### src/rtl/clk_div_multi.sv
// Multi-channel runtime-programmable clock divider: per channel a flop-driven divided
// clock, a first-cycle-of-period tick, and a running flag; divisors change at period boundaries.
module clk_div_multi #(
    parameter  int NCH   = 4,
    parameter  int DIV_W = 16,
    localparam int CH_W  = (NCH > 1) ? $clog2(NCH) : 1
) (
    input  logic             CLK,
    input  logic             RST,
    input  logic             cfg_we,
    input  logic [CH_W-1:0]  cfg_ch,
    input  logic             cfg_en,
    input  logic [DIV_W-1:0] cfg_div,
    input  logic             sync,
    output logic [NCH-1:0]   CLK_out,
    output logic [NCH-1:0]   tick,
    output logic [NCH-1:0]   running
);

    typedef enum logic {S_IDLE, S_RUN} state_t;

    // Divisors below 2 cannot form a high and a low phase, so they run as 2.
    function automatic logic [DIV_W-1:0] clamp_div(input logic [DIV_W-1:0] d);
        return (d < DIV_W'(2)) ? DIV_W'(2) : d;
    endfunction

    for (genvar g = 0; g < NCH; g++) begin : g_ch
        state_t           state_q, state_d;
        logic [DIV_W-1:0] cnt_q, cnt_d;
        logic [DIV_W-1:0] act_q, act_d;
        logic [DIV_W-1:0] pend_q, pend_d;
        logic             pv_q, pv_d;
        logic             clk_q, clk_d;
        logic             tick_q, tick_d;
        logic [DIV_W-1:0] half_hi;
        logic             wr_sel;

        // Out-of-range channel indices never match any g, so such writes are dropped.
        assign wr_sel = cfg_we && (32'(cfg_ch) == g);

        always_comb begin
            state_d = state_q;
            cnt_d   = cnt_q;
            act_d   = act_q;
            pend_d  = pend_q;
            pv_d    = pv_q;
            if (state_q == S_RUN) begin
                if (sync || (cnt_q == act_q - DIV_W'(1))) begin
                    cnt_d = '0;
                    if (pv_q) begin
                        act_d = pend_q;
                        pv_d  = 1'b0;
                    end
                end else begin
                    cnt_d = cnt_q + DIV_W'(1);
                end
            end
            if (wr_sel) begin
                if (!cfg_en) begin
                    state_d = S_IDLE;
                    cnt_d   = '0;
                    pv_d    = 1'b0;
                end else if (state_q == S_IDLE) begin
                    state_d = S_RUN;
                    cnt_d   = '0;
                    act_d   = clamp_div(cfg_div);
                    pv_d    = 1'b0;
                end else if (sync) begin
                    cnt_d   = '0;
                    act_d   = clamp_div(cfg_div);
                    pv_d    = 1'b0;
                end else begin
                    pend_d  = clamp_div(cfg_div);
                    pv_d    = 1'b1;
                end
            end
            // Outputs are registered, so they are derived from the next count and divisor.
            half_hi = (act_d >> 1) + DIV_W'(act_d[0]);
            clk_d   = (state_d == S_RUN) && (cnt_d < half_hi);
            tick_d  = (state_d == S_RUN) && (cnt_d == '0);
        end

        always_ff @(posedge CLK) begin
            if (RST) begin
                state_q <= S_IDLE;
                cnt_q   <= '0;
                act_q   <= DIV_W'(2);
                pend_q  <= DIV_W'(2);
                pv_q    <= 1'b0;
                clk_q   <= 1'b0;
                tick_q  <= 1'b0;
            end else begin
                state_q <= state_d;
                cnt_q   <= cnt_d;
                act_q   <= act_d;
                pend_q  <= pend_d;
                pv_q    <= pv_d;
                clk_q   <= clk_d;
                tick_q  <= tick_d;
            end
        end

        assign CLK_out[g] = clk_q;
        assign tick[g]    = tick_q;
        assign running[g] = (state_q == S_RUN);
    end

endmodule

### config.mk
export PLATFORM = sky130hd
export DESIGN_NAME = clk_div_multi
export DESIGN_NICKNAME = d
export VERILOG_FILES = /design/src/rtl/clk_div_multi.sv
export SDC_FILE = /design/constraint.sdc
export NUM_CORES = 1
export LEC_CHECK = 0
export ABC_AREA = 0
export CORE_UTILIZATION = 50
export CTS_CLUSTER_SIZE = 20
export DETAILED_ROUTE_END_ITERATION = 10
export GPL_TIMING_DRIVEN = 0
export PLACE_DENSITY = 0.77
export SLEW_MARGIN = 20
export SYNTH_ARGS = -nofsm -noshare
export SYNTH_HDL_FRONTEND = slang
export SYNTH_SLANG_ARGS = --single-unit
export TNS_END_PERCENT = 10
### constraint.sdc
create_clock -name CLK -period 12.7 [get_ports CLK]
set_clock_uncertainty 0.1 [all_clocks]
set_input_delay 2.54 -clock CLK [delete_from_list [all_inputs] [get_ports CLK]]
set_output_delay 2.54 -clock CLK [all_outputs]
set_load 0.005 [all_outputs]
==> flow_results.xml <==
<?xml version="1.0" encoding="UTF-8"?>
<metrics>
  <group name="synth">
    <metric name="postSynthNetCount" unit="">2022</metric>
    <metric name="synth_flop_cell" unit="">sky130_fd_sc_hd__dfxtp_1</metric>
    <metric name="ys_ff_latch" unit="">208</metric>
    <metric name="syn_area_per_cell" unit="µm²">7.539</metric>
    <metric name="syn_inst" unit="">1923</metric>
    <metric name="synthArstFlopShare" unit="%">0</metric>
    <metric name="synth_enable_flop_cells" unit="">0</metric>
    <metric name="yosys_synthesis_warning_count" unit="">0</metric>
    <metric name="seq_area_frac_synth" unit="%">28.72</metric>
    <metric name="synth.lib_cells_used.distinct" unit="">81</metric>
    <metric name="syn-cell-area" unit="mm²">0.01450</metric>
  </group>
  <group name="finish">
    <metric name="most_common_library_cell_in_the_layout_ignoring_fill_and_taps" unit="">sky130_fd_sc_hd__nand2_1</metric>
    <metric name="fillers" unit="">2634</metric>
    <metric name="flow.area_growth_from_synthesis" unit="%">10.83</metric>
    <metric name="post_route_cells_drive_above_1_share" unit="%">5.165</metric>
    <metric name="layout_common_cells" unit="">270 x sky130_fd_sc_hd__nand2_1, 208 x sky130_fd_sc_hd__dfxtp_1, 196 x sky130_fd_sc_hd__nor2_1, 128 x sky130_fd_sc_hd__a21oi_1, 109 x sky130_fd_sc_hd__clkbuf_1</metric>
    <metric name="area_occupied_by_multi_input_gates" unit="mm²">0.009638</metric>
    <metric name="net_count_of_the_finished_layout" unit="">2077</metric>
    <metric name="diodes" unit="">0</metric>
    <metric name="seqCellArea" unit="mm²">0.004164</metric>
  </group>
  <group name="global_routing">
    <metric name="grt_first_pass_wirelength" unit="µm">70590</metric>
    <metric name="pin_count_of_the_biggest_net_entering_global_routing" unit="">13</metric>
    <metric name="number_of_antenna_violations_at_the_first_check_in_global_routing" unit="">0</metric>
    <metric name="gr-total-overflow" unit="">0</metric>
    <metric name="first_global_vias" unit="">13580</metric>
    <metric name="groute.usage.overall" unit="%">30.16</metric>
  </group>
  <group name="timing">
    <metric name="layout_worst_path_cycle_share" unit="%">66.31</metric>
    <metric name="setup_viol" unit="">0</metric>
    <metric name="clock.fmax" unit="MHz">118.7</metric>
    <metric name="drv_slew" unit="">0</metric>
    <metric name="timing.hold.ws" unit="ns">0.3544</metric>
    <metric name="rsz0062_at_grt" unit="">no</metric>
    <metric name="endpoints_failing_hold" unit="">0</metric>
    <metric name="finalWorstPathRequiredPeriod" unit="ns">8.421</metric>
    <metric name="relSlewSlack" unit="%">30.39</metric>
    <metric name="fin_tns_setup" unit="ns">0</metric>
    <metric name="tightest_slew" unit="ns">1.044</metric>
  </group>
  <group name="critical_path">
    <metric name="worstPathRequired" unit="ns">13.06</metric>
    <metric name="setup.worst_path.class" unit="">in2reg</metric>
    <metric name="cpLargestDelayFamily" unit="">buffers and inverters</metric>
    <metric name="capturing_element_type_of_the_critical_path" unit="">register</metric>
    <metric name="crit_arrival" unit="ns">8.78</metric>
    <metric name="max_stage_delay" unit="ns">0.89</metric>
    <metric name="critical_path.startpoint_type" unit="">input pin</metric>
    <metric name="path_buf_inv" unit="">4</metric>
    <metric name="path_cells" unit="">clkdlybuf4s50_1, inv_1, o22ai_1, clkbuf_1, buf_1, mux2i_1, o21ai_0, ha_1, ha_1, or3b_2, nor4_1, xor2_1, ha_1, nor2b_1, o21ai_0, nand2_1, nor2_1, nand3_1, o21ai_0</metric>
    <metric name="slowest_stage" unit="">sky130_fd_sc_hd__o22ai_1</metric>
    <metric name="worst-path-max-fanout" unit="">10</metric>
  </group>
  <group name="placement">
    <metric name="routabilityCongestion" unit="">0.9276</metric>
    <metric name="io_buffers" unit="">28</metric>
    <metric name="place_hpwl" unit="µm">33730</metric>
  </group>
  <group name="hold_path">
    <metric name="worst_hold_path_type" unit="">reg2reg</metric>
  </group>
  <group name="clocking">
    <metric name="cts_buffer_depth" unit="">3</metric>
    <metric name="clkTransAtPathRegs" unit="ns">0.06</metric>
    <metric name="post_cts_hold_buffer_count" unit="">0</metric>
    <metric name="total_cts_buffers" unit="">25</metric>
    <metric name="clock_insertion_delay_worst_skew" unit="ns">0.54</metric>
    <metric name="cts_setup_buffers" unit="">0</metric>
    <metric name="cts_repair_resize_count" unit="">0</metric>
    <metric name="cts_sinks" unit="">208</metric>
    <metric name="cts-htree-levels" unit="">1</metric>
    <metric name="tritoncts_clock_tree" unit="">done</metric>
    <metric name="root_buffer" unit="">sky130_fd_sc_hd__clkbuf_16</metric>
  </group>
  <group name="power">
    <metric name="power_density" unit="mW/mm²">96.55</metric>
    <metric name="vdd_drop_max" unit="mV">0.09936</metric>
    <metric name="cellLeakagePower" unit="nW">6.136</metric>
  </group>
  <group name="die">
    <metric name="initial_core_utilization" unit="%">51.48</metric>
    <metric name="core.rowCount" unit="">61</metric>
    <metric name="die-area" unit="mm²">0.02968</metric>
    <metric name="coreArea" unit="mm²">0.02816</metric>
    <metric name="dieHeight" unit="µm">172.3</metric>
    <metric name="design.portCount" unit="">35</metric>
    <metric name="horiz_die_dim" unit="µm">172.3</metric>
  </group>
  <group name="drt">
    <metric name="route.detailed.drc" unit="">0</metric>
    <metric name="initialDrtViolationCount" unit="">1472</metric>
    <metric name="routed_wirelength" unit="µm">44610</metric>
    <metric name="route.vias.total" unit="">14380</metric>
    <metric name="post_drt_wl_per_cell" unit="µm">18.81</metric>
    <metric name="detail_route.first_pass.iterations" unit="">6</metric>
    <metric name="route.detailed.vias_per_inst" unit="">6.061</metric>
    <metric name="ant_nets" unit="">0</metric>
  </group>
  <group name="status">
    <metric name="outcome" unit="">finished clean</metric>
  </group>
  <group name="flow_run">
    <metric name="max_cap_viol_count" unit="">0</metric>
  </group>
</metrics>
## flip-flops by register name (all words and copies together) (netlist names)
name	cells
g_ch.pv_q	4
g_ch.clk_q	4
g_ch.cnt_q	64
g_ch.pend_q	64
g_ch.state_q	4
g_ch.tick_q	4
g_ch.act_q	64
## per-layer routing
metal  track usage (%)  vias to the layer above  share of wire [%]
li1                  -                     6873                  -
met1             38.68                     6789                 42
met2             50.88                      619                 47
met3             5.173                       95                8.7
met4             10.20                        0                2.9
met5                 0                        -                  0
## where the power goes
group          switching, W  total, W  internal (W)
registers        0.00000918  0.000669      0.000660
logic              0.000109  0.000165     0.0000569
clock network      0.000291  0.000717      0.000425
total              0.000409   0.00155       0.00114
## stage by stage
| step | setup WS [ns] | power (W) | utilization [%] | instances | instance area [µm²] |
|---|---|---|---|---|---|
| floorplan | 5.976 | 0.0007869 | - | 1923 | 14500 |
| global placement | 4.056 | 0.0008390 | 54.15 | 2329 | 15250 |
| detailed placement | 4.021 | 0.0008428 | 54.17 | 2329 | 15260 |
| CTS | 4.513 | 0.001552 | 57.04 | 2372 | 16060 |
| global route | 3.974 | 0.001598 | 57.05 | 2372 | 16070 |
| finish | 4.279 | 0.001551 | 57.05 | 2372 | 16070 |
## cell families after synthesis
logic type | synth area share (%)
multiplexers | 4.436
adder cells (fa/ha/maj) | 6.559
buffers and inverters | 4.876
XOR/XNOR | 9.882
AND/OR/NAND/NOR | 30.24
flip-flops | 28.72
AO/OA/AOI/OAI | 15.28
## synthesized netlist by cell type, drive strengths merged (47+ instances only)
master | count | share of area, %
a21oi | 128 | 4.4
o21ai | 74 | 2.6
clkbuf | 103 | 2.7
nand3 | 61 | 2.1
nor2 | 196 | 5.1
xor2 | 80 | 4.8
nand2 | 270 | 7.0
inv | 47 | 1.2
nor2b | 64 | 2.8
xnor2 | 81 | 4.9
ha | 76 | 6.6
nor3 | 78 | 2.7
dfxtp | 208 | 29
## worst paths after layout
check | slack, ns | end | depth (start not counted) | from
worst max-delay path | 4.28 | g_ch[1].clk_q | 19 | sync
worst min-delay path | 0.35 | g_ch[3].pend_q[5] | 2 | g_ch[3].pend_q[5]
worst max register to register | 4.98 | g_ch[1].clk_q | 25 | g_ch[1].act_q[0]
worst min register to register | 0.35 | g_ch[3].pend_q[5] | 2 | g_ch[3].pend_q[5]
## worst reg2reg max path, cell delays in order (launching register included)
cell and delay [ns]:
sky130_fd_sc_hd__dfxtp_1 0.37, sky130_fd_sc_hd__inv_1 0.09, sky130_fd_sc_hd__ha_1 0.19, sky130_fd_sc_hd__or4b_1 0.45, sky130_fd_sc_hd__clkbuf_1 0.21, sky130_fd_sc_hd__o21ai_0 0.18, sky130_fd_sc_hd__nor4b_1 0.34, sky130_fd_sc_hd__o2111ai_1 0.26
sky130_fd_sc_hd__or3_1 0.40, sky130_fd_sc_hd__o22ai_1 0.81, sky130_fd_sc_hd__clkbuf_1 0.50, sky130_fd_sc_hd__buf_1 0.60, sky130_fd_sc_hd__mux2i_1 0.16, sky130_fd_sc_hd__o21ai_0 0.31, sky130_fd_sc_hd__ha_1 0.30, sky130_fd_sc_hd__ha_1 0.28
sky130_fd_sc_hd__or3b_2 0.55, sky130_fd_sc_hd__nor4_1 0.36, sky130_fd_sc_hd__xor2_1 0.20, sky130_fd_sc_hd__ha_1 0.26, sky130_fd_sc_hd__nor2b_1 0.13, sky130_fd_sc_hd__o21ai_0 0.14, sky130_fd_sc_hd__nand2_1 0.07, sky130_fd_sc_hd__nor2_1 0.14
sky130_fd_sc_hd__nand3_1 0.08, sky130_fd_sc_hd__o21ai_0 0.17
## final cells by class
class	count	area share [%]
timing repair buffer	28	1.744
sequential	208	25.91
clock inverter	8	0.6385
inverter	47	1.098
clock buffer	35	4.376
multi-input combinational	1541	59.98
buffer	127	3.302
tap	378	2.943
Power figures use the tool's default switching activity.
